### src/rtl/bus_periph_timer.sv
// bus_periph_timer: GPIO + 16-bit down-counting timer behind a 16-byte CPU register window.
// Latency: writes take effect on the edge that samples them; read data and rd_hit follow one clock after the read address.
// Backpressure: none; the CPU bus has no strobe, so every cycle is a bus cycle and the block is always ready.
//
// Ports:
//    clk, reset_n          core clock, asynchronous active-low reset
//    addr, rw, wdata       CPU address, RW (1 = read, 0 = write), write data
//    rdata, rd_hit         registered read data and its valid flag for the CPU data_in mux
//    gpio_in, gpio_out     asynchronous GPIO inputs (2-flop synchronized), GPIO output register
//    irq_n                 active-low timer interrupt, driven straight from a flop
//
// Build option: define BUS_PERIPH_PRESCALER_EN to add the PRESCALE register at offset 0x8.

module bus_periph_timer #(
   parameter logic [15:0] BASE_ADDR = 16'hD000,
   parameter int          GPIO_W    = 8
) (
   input  logic              clk,
   input  logic              reset_n,
   input  logic [15:0]       addr,
   input  logic              rw,
   input  logic [7:0]        wdata,
   output logic [7:0]        rdata,
   output logic              rd_hit,
   input  logic [GPIO_W-1:0] gpio_in,
   output logic [GPIO_W-1:0] gpio_out,
   output logic              irq_n
);

   localparam int CTRL_EN     = 0;
   localparam int CTRL_AUTO   = 1;
   localparam int CTRL_IRQ_EN = 2;

   logic [GPIO_W-1:0] gpio_out_q, gpio_out_d;
   logic [GPIO_W-1:0] sync1_q, sync1_d;
   logic [GPIO_W-1:0] sync2_q, sync2_d;
   logic [7:0]        reload_lo_q, reload_lo_d;
   logic [7:0]        reload_hi_q, reload_hi_d;
   logic [15:0]       cnt_q, cnt_d;
   logic [2:0]        ctrl_q, ctrl_d;
   logic              exp_q, exp_d;
   logic [7:0]        shadow_q, shadow_d;
   logic [7:0]        rdata_q, rdata_d;
   logic              rd_hit_q, rd_hit_d;
   logic              irq_n_q, irq_n_d;
`ifdef BUS_PERIPH_PRESCALER_EN
   logic [7:0]        prescale_q, prescale_d;
   logic [7:0]        pre_cnt_q, pre_cnt_d;
`endif

   logic       sel;
   logic       wr;
   logic       rd;
   logic [3:0] off;
   logic       tick;
   logic       exp_set;
   logic       exp_clr;

   always_comb begin
      sel = (addr[15:4] == BASE_ADDR[15:4]);
      wr  = sel & ~rw;
      rd  = sel & rw;
      off = addr[3:0];

      gpio_out_d  = gpio_out_q;
      sync1_d     = gpio_in;
      sync2_d     = sync1_q;
      reload_lo_d = reload_lo_q;
      reload_hi_d = reload_hi_q;
      cnt_d       = cnt_q;
      ctrl_d      = ctrl_q;
      shadow_d    = shadow_q;
      rdata_d     = rdata_q;
      rd_hit_d    = rd;
      exp_set     = 1'b0;
      exp_clr     = 1'b0;

`ifdef BUS_PERIPH_PRESCALER_EN
      prescale_d = prescale_q;
      pre_cnt_d  = pre_cnt_q;
      tick       = (pre_cnt_q == prescale_q);
      if (ctrl_q[CTRL_EN]) begin
         pre_cnt_d = tick ? 8'h00 : pre_cnt_q + 8'h01;
      end
`else
      tick = 1'b1;
`endif

      // Timer step. CPU writes below are applied afterwards so they win over
      // the decrement/reload and over the one-shot auto-clear of EN.
      if (ctrl_q[CTRL_EN] && tick) begin
         if (cnt_q != 16'h0000) begin
            cnt_d = cnt_q - 16'h0001;
         end else begin
            exp_set = 1'b1;
            if (ctrl_q[CTRL_AUTO]) begin
               cnt_d = {reload_hi_q, reload_lo_q};
            end else begin
               ctrl_d[CTRL_EN] = 1'b0;
            end
         end
      end

      if (wr) begin
         case (off)
            4'h0: gpio_out_d = wdata[GPIO_W-1:0];
            4'h2: reload_lo_d = wdata;
            4'h3: begin
               reload_hi_d = wdata;
               cnt_d       = {wdata, reload_lo_q};
`ifdef BUS_PERIPH_PRESCALER_EN
               pre_cnt_d   = 8'h00;
`endif
            end
            4'h4: begin
               ctrl_d = wdata[2:0];
`ifdef BUS_PERIPH_PRESCALER_EN
               pre_cnt_d = 8'h00;
`endif
            end
            4'h5: exp_clr = wdata[0];
`ifdef BUS_PERIPH_PRESCALER_EN
            4'h8: prescale_d = wdata;
`endif
            default: ;
         endcase
      end

      // Set beats clear when expiry and a write-1-clear land on the same edge.
      exp_d   = exp_set | (exp_q & ~exp_clr);
      irq_n_d = ~(exp_d & ctrl_d[CTRL_IRQ_EN]);

      if (rd) begin
         case (off)
            4'h0: rdata_d = 8'(gpio_out_q);
            4'h1: rdata_d = 8'(sync2_q);
            4'h2: rdata_d = reload_lo_q;
            4'h3: rdata_d = reload_hi_q;
            4'h4: rdata_d = {5'b0, ctrl_q};
            4'h5: rdata_d = {7'b0, exp_q};
            4'h6: begin
               // Capture the high byte now so a following CNT_HI read is
               // coherent with this low byte.
               rdata_d  = cnt_q[7:0];
               shadow_d = cnt_q[15:8];
            end
            4'h7: rdata_d = shadow_q;
`ifdef BUS_PERIPH_PRESCALER_EN
            4'h8: rdata_d = prescale_q;
`endif
            default: rdata_d = 8'h00;
         endcase
      end
   end

   always_ff @(posedge clk or negedge reset_n) begin
      if (!reset_n) begin
         gpio_out_q  <= '0;
         sync1_q     <= '0;
         sync2_q     <= '0;
         reload_lo_q <= 8'h00;
         reload_hi_q <= 8'h00;
         cnt_q       <= 16'h0000;
         ctrl_q      <= 3'b000;
         exp_q       <= 1'b0;
         shadow_q    <= 8'h00;
         rdata_q     <= 8'h00;
         rd_hit_q    <= 1'b0;
         irq_n_q     <= 1'b1;
`ifdef BUS_PERIPH_PRESCALER_EN
         prescale_q  <= 8'h00;
         pre_cnt_q   <= 8'h00;
`endif
      end else begin
         gpio_out_q  <= gpio_out_d;
         sync1_q     <= sync1_d;
         sync2_q     <= sync2_d;
         reload_lo_q <= reload_lo_d;
         reload_hi_q <= reload_hi_d;
         cnt_q       <= cnt_d;
         ctrl_q      <= ctrl_d;
         exp_q       <= exp_d;
         shadow_q    <= shadow_d;
         rdata_q     <= rdata_d;
         rd_hit_q    <= rd_hit_d;
         irq_n_q     <= irq_n_d;
`ifdef BUS_PERIPH_PRESCALER_EN
         prescale_q  <= prescale_d;
         pre_cnt_q   <= pre_cnt_d;
`endif
      end
   end

   assign gpio_out = gpio_out_q;
   assign rdata    = rdata_q;
   assign rd_hit   = rd_hit_q;
   assign irq_n    = irq_n_q;

endmodule

### config.mk
export PLATFORM = sky130hd
export DESIGN_NAME = bus_periph_timer
export DESIGN_NICKNAME = d
export VERILOG_FILES = /design/src/rtl/bus_periph_timer.sv
export SDC_FILE = /design/constraint.sdc
export NUM_CORES = 1
export LEC_CHECK = 0
export CAP_MARGIN = 20
export CORE_MARGIN = 1
export CORE_UTILIZATION = 40
export CTS_BUF_LIST = sky130_fd_sc_hd__clkbuf_8
export DETAILED_ROUTE_END_ITERATION = 6
export PLACE_DENSITY = 0.65
export SKIP_LAST_GASP = 1
export SLEW_MARGIN = 20
export SYNTH_ARGS = -nofsm -noshare
export SYNTH_HDL_FRONTEND = slang
export SYNTH_SLANG_ARGS = --single-unit
export TNS_END_PERCENT = 20
### constraint.sdc
create_clock -name clk -period 6.3 [get_ports clk]
set_input_delay 1.26 -clock clk [delete_from_list [all_inputs] [get_ports clk]]
set_output_delay 1.26 -clock clk [all_outputs]
set_load 0.01 [all_outputs]
==> out/metrics.yaml, run 1 <==
grt_max_degree: 79
grt-ovfl-total: 0
crit_path_start: "addr[2]"
ctsHoldBuffers: 0
tightestPinTransition_ps: 981
relSlewSlack_pct: 34.6
grt_use_total_pct: 21.2
post_cts_resized: 0
synth_flop_cell: "dfrtp_1"
swShare_pct: 24.6
place_congestion: 0.928
nets: 446
synth_top_area_cell: "dfrtp_1"
post-dp-hpwl_mm: 6.95
maxSlewViolCount: 0
ff_latch_area_um2: 1950
hold_path.class: "flip-flop to flip-flop"
tns_ps: 0
clock.fmax_mhz: 277
crit_path_start_kind: "input pin"
holdWs_ps: 353
routedWlPerCell_um: 18.2
min_from: "sync1_q[4]"
via_per_inst: 5.73
worstPathArrival_ps: 3820
numCtsBuffers: 9
drc: 0
p_switching_mw: 0.236
seq_area_frac_synth_pct: 51.0
syn-num-nets: 399
setup_violations: 0
netlist_top_cells_area: "dfrtp_1 50%, mux2_2 7.9%, nand2_1 5.0%"
cts_htree_levels: 3
outcome: "completed"
dp_cells: 527
n_fill_cell: 866
netlist.area_leader.share_pct: 50.3
fin_skew_ps: 11.3
power.share.clock_pct: 41.0
synth_edf_count: 0
synth-seq-cells: 78
clock_path_buffers: 2
power_per_cell_area_nw_per_um2: 207
critPathMaxFanout: 20
start_util_pct: 41.4
drtPass1Iterations: 4
top_level_ports: 53
yosysUniqueCellTypes: 63
r2r_start: "cnt_q[0]"
path_clk_slew_ps: 80
required_ps: 6510
synthArstFlopShare_pct: 100
cap_violations: 0
multi_input_area_um2: 1780
grt_pass1_vias: 3043
n_antenna_cell: 0
die_y_um: 99.9
grt_pass1_wl_mm: 16.1
rsz0062_at_grt: "false"
synthCells: 362
pwr-share-seq_pct: 52.9
cts_tree: "yes"
clock-root-buffer: "clkbuf_8"
p_leak_nw: 1.92
drtAntennaViolNets: 0
end_kind: "flip-flop"
ys_warn_count: 0
port_buffers: 52
area.growth.synth_to_final_pct: 21.2
place_ws_ps: 2390
internal-power_mw: 0.723
layoutNonFillerInstCount: 543
netlist_area_um2: 3830
cts_sinks: 78
antenna_found_initial: 0
fin_crit_ps: 3610
rows: 35
drt-total-wl_mm: 9.86
period_share_pct: 57.4
vias: 3109
hold_violations: 0
vdd_drop_max_v: 0.000139
final_core_utilization_pct: 50.3
drt_iter0_markers: 225
drive_gt1_share_pct: 14.5
die_w_um: 99.9
dieArea_um2: 9970
critPathKind: "input pin to flip-flop"
core_um2: 9240
clk_latency_ps: 350
combPwrFrac_pct: 6.1
syn_avg_cell_area_um2: 10.6
setup_slack_ps: 2690
cts_setup_buffers: 0
==> power groups by stage <==
| stage | Sequential (mW) | Combinational [mW] | Clock [mW] |
|---|---|---|---|
| after floorplan | 0.517 | 0.0202 | 0 |
| after global placement | 0.517 | 0.0592 | 0 |
| after detailed placement | 0.518 | 0.0593 | 0 |
| after CTS | 0.508 | 0.0598 | 0.403 |
| after global routing | 0.508 | 0.0643 | 0.420 |
| final | 0.508 | 0.0585 | 0.393 |
==> synthesized netlist by cell type (3+ instances only) <==
library cell / instances
mux2i_1: 8
nor3_1: 8
o21a_1: 5
nand3_1: 11
o21ai_0: 26
nor2b_1: 5
dfrtp_1: 77
buf_2: 4
nor2_1: 21
nor4_1: 7
or4_1: 3
clkbuf_1: 10
inv_1: 6
mux2_2: 27
nor3b_1: 3
nand4_1: 3
a22oi_1: 3
o311ai_0: 3
and3_1: 3
a2bb2oi_1: 3
a21oi_1: 17
mux4_2: 4
nand3b_1: 4
nand2_1: 51
==> metal layers <==
metal	part of all wire [%]	global-route usage, %
met5	0	0
met4	2.3	9.84
met3	4.8	2.92
met2	46	31.5
met1	47	30.7
==> registers in the layout, indices dropped and copies added (netlist names) <==
signal / count
cnt_q: 16
gpio_out: 8
rdata: 8
reload_hi_q: 8
reload_lo_q: 8
shadow_q: 8
sync1_q: 8
sync2_q: 8
ctrl_q: 3
exp_q: 1
irq_n: 1
rd_hit: 1
==> logic make-up after synthesis <==
logic type,after synthesis,share of synthesized area (%)
simple gates,138,19.3
compound gates,81,13.8
flops,78,51.0
mux,39,12.4
buf+inv,23,2.61
fa+ha+maj,2,0.653
xor+xnor,1,0.229
==> cell type report <==
cell class,instances,area share [%]
sequential,78,42.1
multi-input combinational,261,38.3
timing repair buffer,53,11.3
tap,129,3.48
clock buffer,9,2.67
clock inverter,7,1.72
inverter,6,0.485
==> worst paths after layout <==
check                        endpoint  slack [ps]  depth (start not counted)
setup / recovery             cnt_q[8]        2690                          5
hold / removal             sync2_q[4]         350                          0
setup reg to reg             cnt_q[7]        3400                          7
hold reg to reg            sync2_q[4]         350                          0
max in group asynchronous    cnt_q[5]        4610                          1
min in group asynchronous    cnt_q[0]        1050                          1
==> worst max-delay path: stages <==
cell and delay, ps:
clkdlybuf4s50_1 860, nor3_1 610, nand4b_1 660, o311ai_0 310, o22ai_1 120
==> cells in the final DEF, fill, tap and decap left out, types with 2 or more instances in the layout <==
| cell | n |
|---|---|
| nor3_1 | 8 |
| a22o_1 | 2 |
| ha_1 | 2 |
| mux2_2 | 27 |
| nand3b_1 | 4 |
| mux2i_1 | 8 |
| nor4_1 | 7 |
| or4_1 | 3 |
| o22ai_1 | 2 |
| or3_1 | 2 |
| nand2b_1 | 2 |
| nand2_1 | 51 |
| dfrtp_1 | 77 |
| nor2b_1 | 5 |
| clkdlybuf4s50_1 | 51 |
| a211oi_1 | 2 |
| o221ai_1 | 2 |
| a21oi_1 | 17 |
| o21a_1 | 5 |
| o211ai_1 | 2 |
| a2bb2oi_1 | 3 |
| clkbuf_8 | 9 |
| o311ai_0 | 3 |
| nor3b_1 | 3 |
| o2111ai_1 | 2 |
| a22oi_1 | 3 |
| a221oi_1 | 2 |
| o21ai_0 | 26 |
| and3_1 | 3 |
| buf_4 | 2 |
| mux4_2 | 4 |
| nor2_1 | 21 |
| nand4_1 | 3 |
| inv_6 | 3 |
| nand3_1 | 11 |
| a21boi_0 | 2 |
| inv_1 | 6 |
==> per-stage QoR <==
| stage | area, um2 | power, mW |
|---|---|---|
| floorplan | 3830 | 0.537 |
| global placement | 4440 | 0.576 |
| detailed placement | 4440 | 0.577 |
| CTS | 4640 | 0.971 |
| global route | 4640 | 0.992 |
| finish | 4640 | 0.959 |
Power figures use the tool's default switching activity.
==> inputs of run 2 (changes only) <==
==> constraint.sdc (replaced) <==
create_clock -name clk -period 3.4 [get_ports clk]
set_input_delay 0.68 -clock clk [delete_from_list [all_inputs] [get_ports clk]]
set_output_delay 0.68 -clock clk [all_outputs]
set_load 0.01 [all_outputs]
==> out/metrics.yaml, run 2 (same netlist as run 1, synthesis figures left out) <==
hold_violations: 0  # unchanged
die_w_um: 99.9  # unchanged
post_cts_resized: 0  # unchanged
clock.fmax_mhz: 367
clock_path_buffers: 2  # unchanged
r2r_end: "cnt_q[4]"
ff2ff_path_depth: 7  # unchanged
placed_cell_area_um2: 4510  # +1.5%
tightestPinTransition_ps: 594  # -387 ps
relSlewSlack_pct: 60.0  # +25 points
rows: 35  # unchanged
vdd_drop_max_v: 0.000239  # +72%
end_kind: "flip-flop"
setup_slack_ps: 678  # -2010 ps
power.share.clock_pct: 43.1  # +2.1 points
path_clk_slew_ps: 80  # about the same
routedWlPerCell_um: 18.2  # +0.23%
antenna_found_initial: 0  # unchanged
drive_gt1_share_pct: 16.3  # +1.8 points
worstPathArrival_ps: 3010  # -810 ps
pwr-share-seq_pct: 50.7  # -2.2 points
r2r_setup_slack_ps: 810  # -2590 ps
vias: 3190  # +2.6%
grt-ovfl-total: 0  # unchanged
critPathKind: "input pin to flip-flop"
met3_usage_pct: 4.67  # +1.7 points
critPathMaxFanout: 15  # -25%
drtPass1Iterations: 5  # +1
period_share_pct: 80.1
drc: 0  # unchanged
p_leak_nw: 2.00  # +3.7%
tns_ps: 0  # unchanged
maxSlewViolCount: 0  # unchanged
fin_skew_ps: 11.5  # +0.160 ps
outcome: "completed"
final_common_cell: "dfrtp_1"
n_antenna_cell: 0  # unchanged
met2_usage_pct: 34.2  # +2.7 points
regMostFlops: "cnt_q"
cts_tree: "yes"
dieArea_um2: 9970  # unchanged
top_level_ports: 53  # unchanged
dp_cells: 536  # +1.7%
grt_pass1_wl_mm: 16.3  # +1.7%
cts_setup_buffers: 0  # unchanged
swShare_pct: 21.9  # -2.7 points
design_area_um2: 4760  # +2.5%
r2r_start: "cnt_q[0]"
clock-root-buffer: "clkbuf_8"
final_core_utilization_pct: 51.5  # +1.3 points
cap_violations: 0  # unchanged
rsz0062_at_grt: "false"
clk_latency_ps: 350  # about the same
setup_violations: 0  # unchanged
largest_register_ffs: 16  # unchanged
numCtsBuffers: 9  # unchanged
core_um2: 9240  # unchanged
drt-total-wl_mm: 10.1  # +2.1%
required_ps: 3690  # -2820 ps
ctsHoldBuffers: 0  # unchanged
grt_max_degree: 79  # unchanged
power_per_cell_area_nw_per_um2: 390  # +89%
use_met1_pct: 28.9  # -1.9 points
combPwrFrac_pct: 6.2  # about the same
port_buffers: 52  # unchanged
grt_use_total_pct: 21.6  # +0.44 points
place_congestion: 0.863  # -7.0%
layoutNonFillerInstCount: 553  # +1.8%
crit_path_start_kind: "input pin"
drt_iter0_markers: 308  # +37%
hold_path.class: "input pin to async pin"
post-dp-hpwl_mm: 7.15  # +3.0%
gr-max-usage-layer: "met2"
grt_pass1_vias: 3181  # +4.5%
drtAntennaViolNets: 0  # unchanged
final_cell_mix: "77 x dfrtp_1, 51 x nand2_1, 51 x clkdlybuf4s50_1"
cts_sinks: 78  # unchanged
start_util_pct: 41.4  # unchanged
die_y_um: 99.9  # unchanged
p_switching_mw: 0.405  # +72%
fin_crit_ps: 2720
via_per_inst: 5.77  # +0.75%
place_ws_ps: 354  # -2040 ps
cts_htree_levels: 3  # unchanged
nets: 456  # +2.2%
area.growth.synth_to_final_pct: 24.3
crit_path_end: "cnt_q[6]"
internal-power_mw: 1.45  # +100%
crit_path_start: "addr[9]"
==> run 2: cell count changes in the layout (fill, tap and decap cells not counted) <==
| cell | previous run | this run |
|---|---|---|
| inv_6 | 3 | 1 |
| bufinv_16 | 1 | 2 |
| clkbuf_8 | 9 | 11 |
| inv_1 | 6 | 7 |
| clkinv_2 | 1 | 0 |
| clkinvlp_4 | 1 | 0 |
| clkinv_4 | 0 | 1 |
| buf_4 | 2 | 11 |
| inv_8 | 1 | 0 |
| buf_12 | 0 | 1 |
==> run 2: area by class of cell <==
cell class | instances | area, um2
sequential | 78 | 1950
tap | 129 | 161
timing repair buffer | 63 | 613
inverter | 6 | 22.5
clock buffer | 11 | 151
multi-input combinational | 261 | 1780
fill | 840 | 4480
clock inverter | 5 | 81.3
==> run 2: worst max-delay path: stages <==
cell             delay (ps)
clkdlybuf4s50_1         400
or4b_4                  580
nor4b_4                 450
nand2_1                 460
o311ai_0                260
o21a_1                  180
==> run 2: layer usage <==
layer,part of all wire [%],wire length (um),up-vias
li1,-,-,1450
met3,6.0,606,20
met1,44,4410,1592
met5,0,0,-
met2,48,4820,128
met4,2.2,225,0
==> run 2: power groups by stage <==
stage / registers, mW / clock network (mW) / logic [mW]
2_1_floorplan: 0.958 / 0 / 0.0373
3_3_place_gp: 0.958 / 0 / 0.112
3_5_place_dp: 0.959 / 0 / 0.113
4_1_cts: 0.940 / 0.815 / 0.114
5_1_grt: 0.941 / 0.853 / 0.125
6_report: 0.940 / 0.800 / 0.115
==> run 2: worst min path at each step <==
stage	end	slack [ps]
floorplan	sync2_q[0]	330
global placement	sync2_q[7]	330
detailed placement	sync2_q[3]	330
CTS	sync2_q[3]	350
global route	sync2_q[3]	360
finish	shadow_q[3]	330
==> run 2: per-stage QoR <==
stage | hold WS [ps] | power [mW]
2_1_floorplan | 331 | 0.995
3_3_place_gp | 332 | 1.07
3_5_place_dp | 335 | 1.07
4_1_cts | 354 | 1.87
5_1_grt | 356 | 1.92
6_report | 331 | 1.85
